==> config.mk <==
export PLATFORM = sky130hd
export DESIGN_NAME = csdiv_iterative_flat
export DESIGN_NICKNAME = d
export VERILOG_FILES = /design/src/rtl/csdiv_if.sv /design/src/rtl/csdiv_iterative.sv /design/src/flat_wrapper.sv
export SDC_FILE = /design/constraint.sdc
export NUM_CORES = 1
export LEC_CHECK = 0
export BUFFER_PORTS_ARGS = -buffer_cell sky130_fd_sc_hd__buf_2
export CAP_MARGIN = 20
export CORE_MARGIN = 8
export CORE_UTILIZATION = 55
export CTS_BUF_LIST = sky130_fd_sc_hd__clkbuf_8 sky130_fd_sc_hd__clkbuf_16
export DETAILED_ROUTE_END_ITERATION = 8
export PLACE_DENSITY = 0.77
export SLEW_MARGIN = 15
export SYNTH_ARGS = -nofsm -noshare
export SYNTH_HDL_FRONTEND = slang
export SYNTH_SLANG_ARGS = --single-unit
==> constraint.sdc <==
create_clock -name clk -period 5.7 [get_ports clk]
set_input_delay 0.285 -clock clk [delete_from_list [all_inputs] [get_ports clk]]
set_output_delay 0.285 -clock clk [all_outputs]
set_load 0.1 [all_outputs]
==> src/rtl/csdiv_if.sv <==
// Handshake bundle for the iterative divider.
//   master: operand source / result consumer (drives in_valid, dividend,
//           divisor, out_ready)
//   slave : divider (drives in_ready, out_valid, quotient, remainder,
//           div_by_zero)
interface csdiv_if #(
  parameter int bitsize = 8
);
  logic               in_valid;
  logic               in_ready;
  logic [bitsize-1:0] dividend;
  logic [bitsize-1:0] divisor;
  logic               out_valid;
  logic               out_ready;
  logic [bitsize-1:0] quotient;
  logic [bitsize-1:0] remainder;
  logic               div_by_zero;

  modport master (
    output in_valid, dividend, divisor, out_ready,
    input  in_ready, out_valid, quotient, remainder, div_by_zero
  );

  modport slave (
    input  in_valid, dividend, divisor, out_ready,
    output in_ready, out_valid, quotient, remainder, div_by_zero
  );
endinterface

==> src/rtl/csdiv_iterative.sv <==
// Sequential restoring divider, one quotient bit per clock.
//   clk   : rising-edge clock
//   rst_n : asynchronous active-low reset
//   bus   : csdiv_if.slave -- in_valid/in_ready + dividend/divisor in,
//           out_valid/out_ready + quotient/remainder/div_by_zero out
// Divide by zero: quotient all ones, remainder = dividend, div_by_zero set.
// Optional macro CSDIV_SIGNED_EN: two's complement operands/results
// (truncating quotient, remainder signed like the dividend).
module csdiv_iterative #(
  parameter int bitsize = 8
) (
  input  logic    clk,
  input  logic    rst_n,
  csdiv_if.slave  bus
);
  localparam int CW = $clog2(bitsize + 1);

  typedef enum logic [1:0] {IDLE, CALC, DONE} state_t;
  state_t state, state_nxt;

  logic [CW-1:0]      cnt;
  logic [bitsize-1:0] dvd_sh, dvs, prem, quo;
  logic [bitsize-1:0] q_out, r_out;
  logic               dz;
  logic               in_ready, out_valid;

  logic [bitsize:0]   trial, diff;
  logic               ge, last;
  logic [bitsize-1:0] prem_nxt, quo_nxt;
  logic [bitsize-1:0] a_mag, b_mag, q_fin, r_fin;

`ifdef CSDIV_SIGNED_EN
  logic neg_q, neg_r;
  // Magnitudes only; the most-negative value maps onto itself, which is
  // the correct unsigned magnitude.
  assign a_mag = bus.dividend[bitsize-1] ? -bus.dividend : bus.dividend;
  assign b_mag = bus.divisor[bitsize-1]  ? -bus.divisor  : bus.divisor;
  assign q_fin = neg_q ? -quo_nxt  : quo_nxt;
  assign r_fin = neg_r ? -prem_nxt : prem_nxt;
`else
  assign a_mag = bus.dividend;
  assign b_mag = bus.divisor;
  assign q_fin = quo_nxt;
  assign r_fin = prem_nxt;
`endif

  // One restoring step: trial is one bit wider so the compare cannot wrap.
  always_comb begin
    trial    = {prem, dvd_sh[bitsize-1]};
    diff     = trial - {1'b0, dvs};
    ge       = (trial >= {1'b0, dvs});
    prem_nxt = ge ? diff[bitsize-1:0] : trial[bitsize-1:0];
    quo_nxt  = {quo[bitsize-2:0], ge};
    last     = (cnt == CW'(bitsize - 1));
  end

  always_ff @(posedge clk or negedge rst_n) begin
    if (!rst_n) state <= IDLE;
    else        state <= state_nxt;
  end

  always_comb begin
    state_nxt = state;
    in_ready  = 1'b0;
    out_valid = 1'b0;
    unique case (state)
      IDLE: begin
        in_ready = 1'b1;
        if (bus.in_valid) state_nxt = (bus.divisor == '0) ? DONE : CALC;
      end
      CALC: if (last) state_nxt = DONE;
      DONE: begin
        out_valid = 1'b1;
        if (bus.out_ready) state_nxt = IDLE;
      end
      default: state_nxt = IDLE;
    endcase
  end

  always_ff @(posedge clk or negedge rst_n) begin
    if (!rst_n) begin
      cnt    <= '0;
      dvd_sh <= '0;
      dvs    <= '0;
      prem   <= '0;
      quo    <= '0;
      q_out  <= '0;
      r_out  <= '0;
      dz     <= 1'b0;
`ifdef CSDIV_SIGNED_EN
      neg_q  <= 1'b0;
      neg_r  <= 1'b0;
`endif
    end else begin
      unique case (state)
        IDLE: if (bus.in_valid) begin
          dvd_sh <= a_mag;
          dvs    <= b_mag;
          prem   <= '0;
          quo    <= '0;
          cnt    <= '0;
`ifdef CSDIV_SIGNED_EN
          neg_q  <= bus.dividend[bitsize-1] ^ bus.divisor[bitsize-1];
          neg_r  <= bus.dividend[bitsize-1];
`endif
          // Zero divisor skips the core; result is known at accept.
          if (bus.divisor == '0) begin
            q_out <= '1;
            r_out <= bus.dividend;
            dz    <= 1'b1;
          end else begin
            dz    <= 1'b0;
          end
        end
        CALC: begin
          dvd_sh <= dvd_sh << 1;
          prem   <= prem_nxt;
          quo    <= quo_nxt;
          cnt    <= cnt + CW'(1);
          if (last) begin
            q_out <= q_fin;
            r_out <= r_fin;
          end
        end
        default: ;
      endcase
    end
  end

  assign bus.in_ready    = in_ready;
  assign bus.out_valid   = out_valid;
  assign bus.quotient    = q_out;
  assign bus.remainder   = r_out;
  assign bus.div_by_zero = dz;
endmodule

==> src/flat_wrapper.sv <==
// flat-port wrapper written by rule: the top's interface ports become plain ports
module csdiv_iterative_flat 
#(
  parameter int bitsize = 8
)
  (clk, rst_n, bus_in_valid, bus_dividend, bus_divisor, bus_out_ready, bus_in_ready, bus_out_valid, bus_quotient, bus_remainder, bus_div_by_zero);
  csdiv_if #(.bitsize(bitsize)) bus_i ();
  input  logic clk;
  input  logic rst_n;
  input wire logic [$bits(bus_i.in_valid)-1:0] bus_in_valid;
  input wire logic [$bits(bus_i.dividend)-1:0] bus_dividend;
  input wire logic [$bits(bus_i.divisor)-1:0] bus_divisor;
  input wire logic [$bits(bus_i.out_ready)-1:0] bus_out_ready;
  output wire logic [$bits(bus_i.in_ready)-1:0] bus_in_ready;
  output wire logic [$bits(bus_i.out_valid)-1:0] bus_out_valid;
  output wire logic [$bits(bus_i.quotient)-1:0] bus_quotient;
  output wire logic [$bits(bus_i.remainder)-1:0] bus_remainder;
  output wire logic [$bits(bus_i.div_by_zero)-1:0] bus_div_by_zero;
  assign bus_i.in_valid = bus_in_valid;
  assign bus_i.dividend = bus_dividend;
  assign bus_i.divisor = bus_divisor;
  assign bus_i.out_ready = bus_out_ready;
  assign bus_in_ready = bus_i.in_ready;
  assign bus_out_valid = bus_i.out_valid;
  assign bus_quotient = bus_i.quotient;
  assign bus_remainder = bus_i.remainder;
  assign bus_div_by_zero = bus_i.div_by_zero;
  csdiv_iterative #(.bitsize(bitsize)) u_core (.clk(clk), .rst_n(rst_n), .bus(bus_i));
endmodule
# ---- Word level (Yosys, flattened, before mapping)
# Index checks and enable logic that the tools add are counted.
dict set report classes {
  add_sub_neg 2
  n_lt_le_gt_ge 1
  n_eq_ne 7
  muxes 24
  reduce_logical 7
}
# cell count
set ops {}
lappend ops {{$mux W8} 9}
lappend ops {{$pmux W8 S2} 4}
lappend ops {{$pmux W7 S2} 1}
lappend ops {{$ge A9 B8 Y1} 1}
lappend ops {{$logic_not A8 Y1} 1}
lappend ops {{$mux W2} 4}
lappend ops {{$pmux W4 S2} 1}
lappend ops {{$sub A8 B8 Y8} 1}
lappend ops {{$pmux W2 S3} 1}
lappend ops {{$add A4 B1 Y4 const B} 1}
lappend ops {{$eq A4 B3 Y1 const B} 1}
lappend ops {{$mux W4} 1}
lappend ops {{$ne A2 B1 Y1 const B} 2}
lappend ops {{$ne A2 B2 Y1 const B} 2}
lappend ops {{$reduce_and A2 Y1} 2}
lappend ops {{$reduce_and A4 Y1} 1}
lappend ops {{$mux W1} 3}
lappend ops {{$reduce_and A3 Y1} 1}
lappend ops {{$eq A2 B1 Y1 const B} 1}
lappend ops {{$eq A2 B2 Y1 const B} 1}
lappend ops {{$logic_not A2 Y1} 1}
lappend ops {{$reduce_bool A2 Y1} 1}
dict set report totals {
  ff_bits 54
  inputBits 20
  output_inout_bits 19
  word_cells 50
}

# ---- Longest topological paths before layout
dict set report logic_depth {
  word_depth 4
  ltp_mapped 9
}

# ---- Worst setup path before layout
# No wires, ideal clock.
dict set report synth_path {
  path_kind {register to register}
  start {register u_core.state[0]}
  end {register u_core.q_out[0], in the netlist u_core.bus.quotient[0]}
  setup_ps 82
  arrival_time_ps 2850
  t_required_ps 5618
  path_slack_ps 2768
  path_stages_with_launch 9
  n_path_buf 2
  synth_period_minus_slack_ps 2932
  cell_sequence {dfrtp_1 nor2_1 and2_1 clkbuf_1 nand2_1 nand2_2 buf_4 nor2_1 a31oi_1}
}
dict set report synth_between {
  elab_chain_cells 3
}
# element line_no
set synth_rtl {}
lappend synth_rtl {{start, declared} csdiv_iterative.sv:19} ;# state_t state, state_nxt;
lappend synth_rtl {{start signal, assigned} csdiv_iterative.sv:59} ;# else state <= state_nxt;
lappend synth_rtl {{$eq A2 B1 Y1 / $logic_not A2 Y1 (equally long branches)} csdiv_iterative.sv:95} ;# unique case (state)
lappend synth_rtl {{$ne A2 B1 Y1 (no source line), or another cell as far along} --}
lappend synth_rtl {{$reduce_and A4 Y1 (no source line)} --}
lappend synth_rtl {{end signal, assigned} csdiv_iterative.sv:121} ;# q_out <= q_fin;
lappend synth_rtl {{end, declared} csdiv_iterative.sv:23} ;# logic [bitsize-1:0] q_out, r_out;
# Parallel ways exist; a longest one is shown, timed or not.
# A chain may end at the register's enable or synchronous reset.

# ---- Worst setup path in the final report
dict set report layout_path {
  start {register u_core.state[0]}
  end {register u_core.r_out[1], in the netlist u_core.bus.remainder[1]}
}
dict set report layout_between {
  elab_chain_cells 3
}
# element line_no
set layout_rtl {}
lappend layout_rtl {{$eq A2 B1 Y1 / $logic_not A2 Y1 (equally long branches)} csdiv_iterative.sv:95}
lappend layout_rtl {{$ne A2 B1 Y1 (no source line), or another cell as far along} --}
lappend layout_rtl {{$reduce_and A4 Y1 (no source line)} --}
lappend layout_rtl {{end signal, assigned} csdiv_iterative.sv:109} ;# r_out <= bus.dividend;
lappend layout_rtl {{end signal, assigned} csdiv_iterative.sv:122} ;# r_out <= r_fin;
lappend layout_rtl {{end, declared} csdiv_iterative.sv:23}
# Parallel ways exist; a longest one is shown, timed or not.

==> results.ini <==
[global_route]
pin_count_of_the_biggest_net_entering_global_routing = 55
global_route.peak_usage_layer = met2
globalRouteOverflowTotal = 0
antenna_found_initial = 0
grt_util_met3 = 0.0483
global_route.usage.total = 0.172
globalRouteMet1Util = 0.220
use_met2 = 0.270
number_of_global_route_vias_before_repair = 2058
first_pass_grt_wire_length_um = 9830

[outcome]
outcome = complete, no violations

[timing]
fin_skew_ns = 0.00616
tightest_slew_margin_relative_to_the_limit = 0.305
timing.final.crit_period_ns = 2.51
achievable-frequency_mhz = 398
rsz0062_at_grt = no
finalCritPeriodShare = 0.441
timing.final.setup_violations = 0
totalNegativeSetupSlack_ns = 0
tightest_slew_ns = 1.04
final-max-slew-violation-count = 0
finalHoldViolCount = 0

[die]
start_util = 0.564
fp.coreArea_sq_um = 4690
fp.dieW_um = 85.4
placementRows = 25
io_pins = 39
design.die.area_sq_um = 7290
die_h_um = 85.4

[critical_path]
critPathMaxFanout = 23
cp_data_required_time_ns = 5.94
timing.critical_path.from_type = flop
worstSetupPathType = reg -> reg
endpoint_kind = flop
cp_data_arrival_time_ns = 2.75
ff_to_ff_setup_slack_ns = 3.19

[finish]
area.sequential_sq_um = 1350
num_antenna_cells = 0
finalNetCount = 334
num-fill-cells = 400
post_route_cells_drive_above_1_share = 0.207
area_growth_syn_to_layout_pct = 12.6
multi_input_comb_area_sq_um = 1210

[placed_design]
gpl.final_weighted_congestion = 0.869
post-dp-hpwl_um = 4180
placement.io_buffers = 38

[clock_network]
root_buffer = sky130_fd_sc_hd__clkbuf_8
worst_skew_pair.late_latency_ns = 0.32
clk_pin_slew_worst_paths_ns = 0.10
tritoncts_num_sinks = 54
cts_buffers = 5
hold_buffers = 0
tritoncts = done
post_cts_resize_count = 0
cts_post_setup_buffers_inserted = 0
clock_tree.htree_level_count = 2
cts_buffer_depth = 2

[yosys]
yosysSeqAreaShare = 0.511
synth_area_leader_cell = sky130_fd_sc_hd__dfrtp_1
yosysUniqueCellTypes = 41
largest_cells_by_area_after_synthesis = sky130_fd_sc_hd__dfrtp_1 (51%), sky130_fd_sc_hd__o21ai_0 (4.7%), sky130_fd_sc_hd__nand2_1 (4.5%)
syn_area_sq_um = 2650
synth_edf_count = 0
yosysMostFrequentCell = sky130_fd_sc_hd__dfrtp_1
async_reset_ff_frac = 1.00
synth-main-ff-cell = sky130_fd_sc_hd__dfrtp_1
gate_count_post_synth = 268
yosysTopAreaCellShare = 0.511
synthesized_area_divided_by_synthesized_cell_count_sq_um = 9.87
synth-warning-count = 0
post_synth_most_frequent_cells = sky130_fd_sc_hd__dfrtp_1 (54), sky130_fd_sc_hd__nand2_1 (32), sky130_fd_sc_hd__nor2_1 (28)
ys_seq_elements = 54
syn-num-nets = 298

[routing]
dr.first_iter.drc_count = 155
drc_errors = 0
finalWirelength_um = 5730
detail-route-antenna-nets = 0
detail_route.first_pass.iterations = 5
drt-vias-per-instance = 5.62
detailroute.via_count = 2018
wl_per_cell_um = 16.0

[min_path]
holdCritPathClass = in -> async

[run]
max_cap_violations = 0

[final timing paths]
kind                                   from                 endpoint  cells after the start
min in group clk             bus_divisor[5]            u_core.dvs[5]                      3
min                                   rst_n            u_core.dvs[7]                      2
max reg2reg                 u_core.state[0]  u_core.bus.remainder[1]                      5
max                         u_core.state[0]  u_core.bus.remainder[1]                      5
min reg2reg                u_core.dvd_sh[7]         u_core.dvd_sh[7]                      2
max in group asynchronous             rst_n           u_core.prem[7]                      2
[layout make-up]
cell class              instances  share of cell area
well taps                      54              0.0227
flip-flops and latches         54               0.454
clock buffers                   5              0.0231
multi-input cells             192               0.407
inverters                      10              0.0126
repair buffers                 41              0.0739
clock inverters                 3             0.00714
[cell families after synthesis]
| group | share of synthesized area |
|---|---|
| adder cells (fa/ha/maj) | 0.0501 |
| flip-flops | 0.511 |
| AND/OR/NAND/NOR | 0.166 |
| XOR/XNOR | 0.0132 |
| multiplexers | 0.0586 |
| buffers and inverters | 0.0336 |
| AO/OA/AOI/OAI | 0.168 |
[layer usage]
metal	share of wire	up-vias	routed length, um
met5	0	-	0
met4	0.016	0	91
met3	0.064	9	366
met2	0.46	60	2650
met1	0.46	942	2620
li1	-	1007	-
[metrics by stage]
stage          setup WS [ns]  cell area [sq um]  cells   util  hold slack, ns
4_1_cts                 3.05               2970    358  0.633           0.105
5_1_grt                 2.96               2980    359  0.635           0.140
6_report                3.19               2980    359  0.635          0.0723
3_5_place_dp            3.06               2880    350  0.614           0.448
3_3_place_gp            3.23               2870    349  0.611           0.446
2_1_floorplan           2.77               2650    268      -         -0.0106
[layout by cell type (no fill, tap or decap), types with 3 or more instances in the layout]
master                     count
sky130_fd_sc_hd__nand2_1      32
sky130_fd_sc_hd__a31oi_1       3
sky130_fd_sc_hd__buf_2        38
sky130_fd_sc_hd__nor2_1       28
sky130_fd_sc_hd__o21ai_0      25
sky130_fd_sc_hd__nor3_1       12
sky130_fd_sc_hd__o21ai_1       9
sky130_fd_sc_hd__dfrtp_1      54
sky130_fd_sc_hd__o22ai_1       4
sky130_fd_sc_hd__nor2b_1       4
sky130_fd_sc_hd__clkbuf_8      5
sky130_fd_sc_hd__a211oi_2      3
sky130_fd_sc_hd__ha_1          9
sky130_fd_sc_hd__a21oi_1       6
sky130_fd_sc_hd__mux2i_1      11
sky130_fd_sc_hd__mux2_2        3
sky130_fd_sc_hd__inv_1        10
sky130_fd_sc_hd__nand2b_1      3
sky130_fd_sc_hd__a22o_1        9
[critical path: stages (launching register included)]
cell and delay (ns):
sky130_fd_sc_hd__dfrtp_1 0.46, sky130_fd_sc_hd__nor2b_2 0.88, sky130_fd_sc_hd__nand2_1 0.40, sky130_fd_sc_hd__nand2_2 0.39
sky130_fd_sc_hd__nor2_1 0.10, sky130_fd_sc_hd__a211oi_2 0.20
[state kept, by name (all words and copies together), names as in the netlist]
register,cells
u_core.bus.remainder,8
u_core.prem,8
u_core.cnt,4
u_core.quo,7
u_core.state,2
u_core.bus.div_by_zero,1
u_core.dvd_sh,8
u_core.bus.quotient,8
u_core.dvs,8
Power is not shown: default switching activity piles up to over one toggle a cycle in this logic, so the estimate is an artifact.
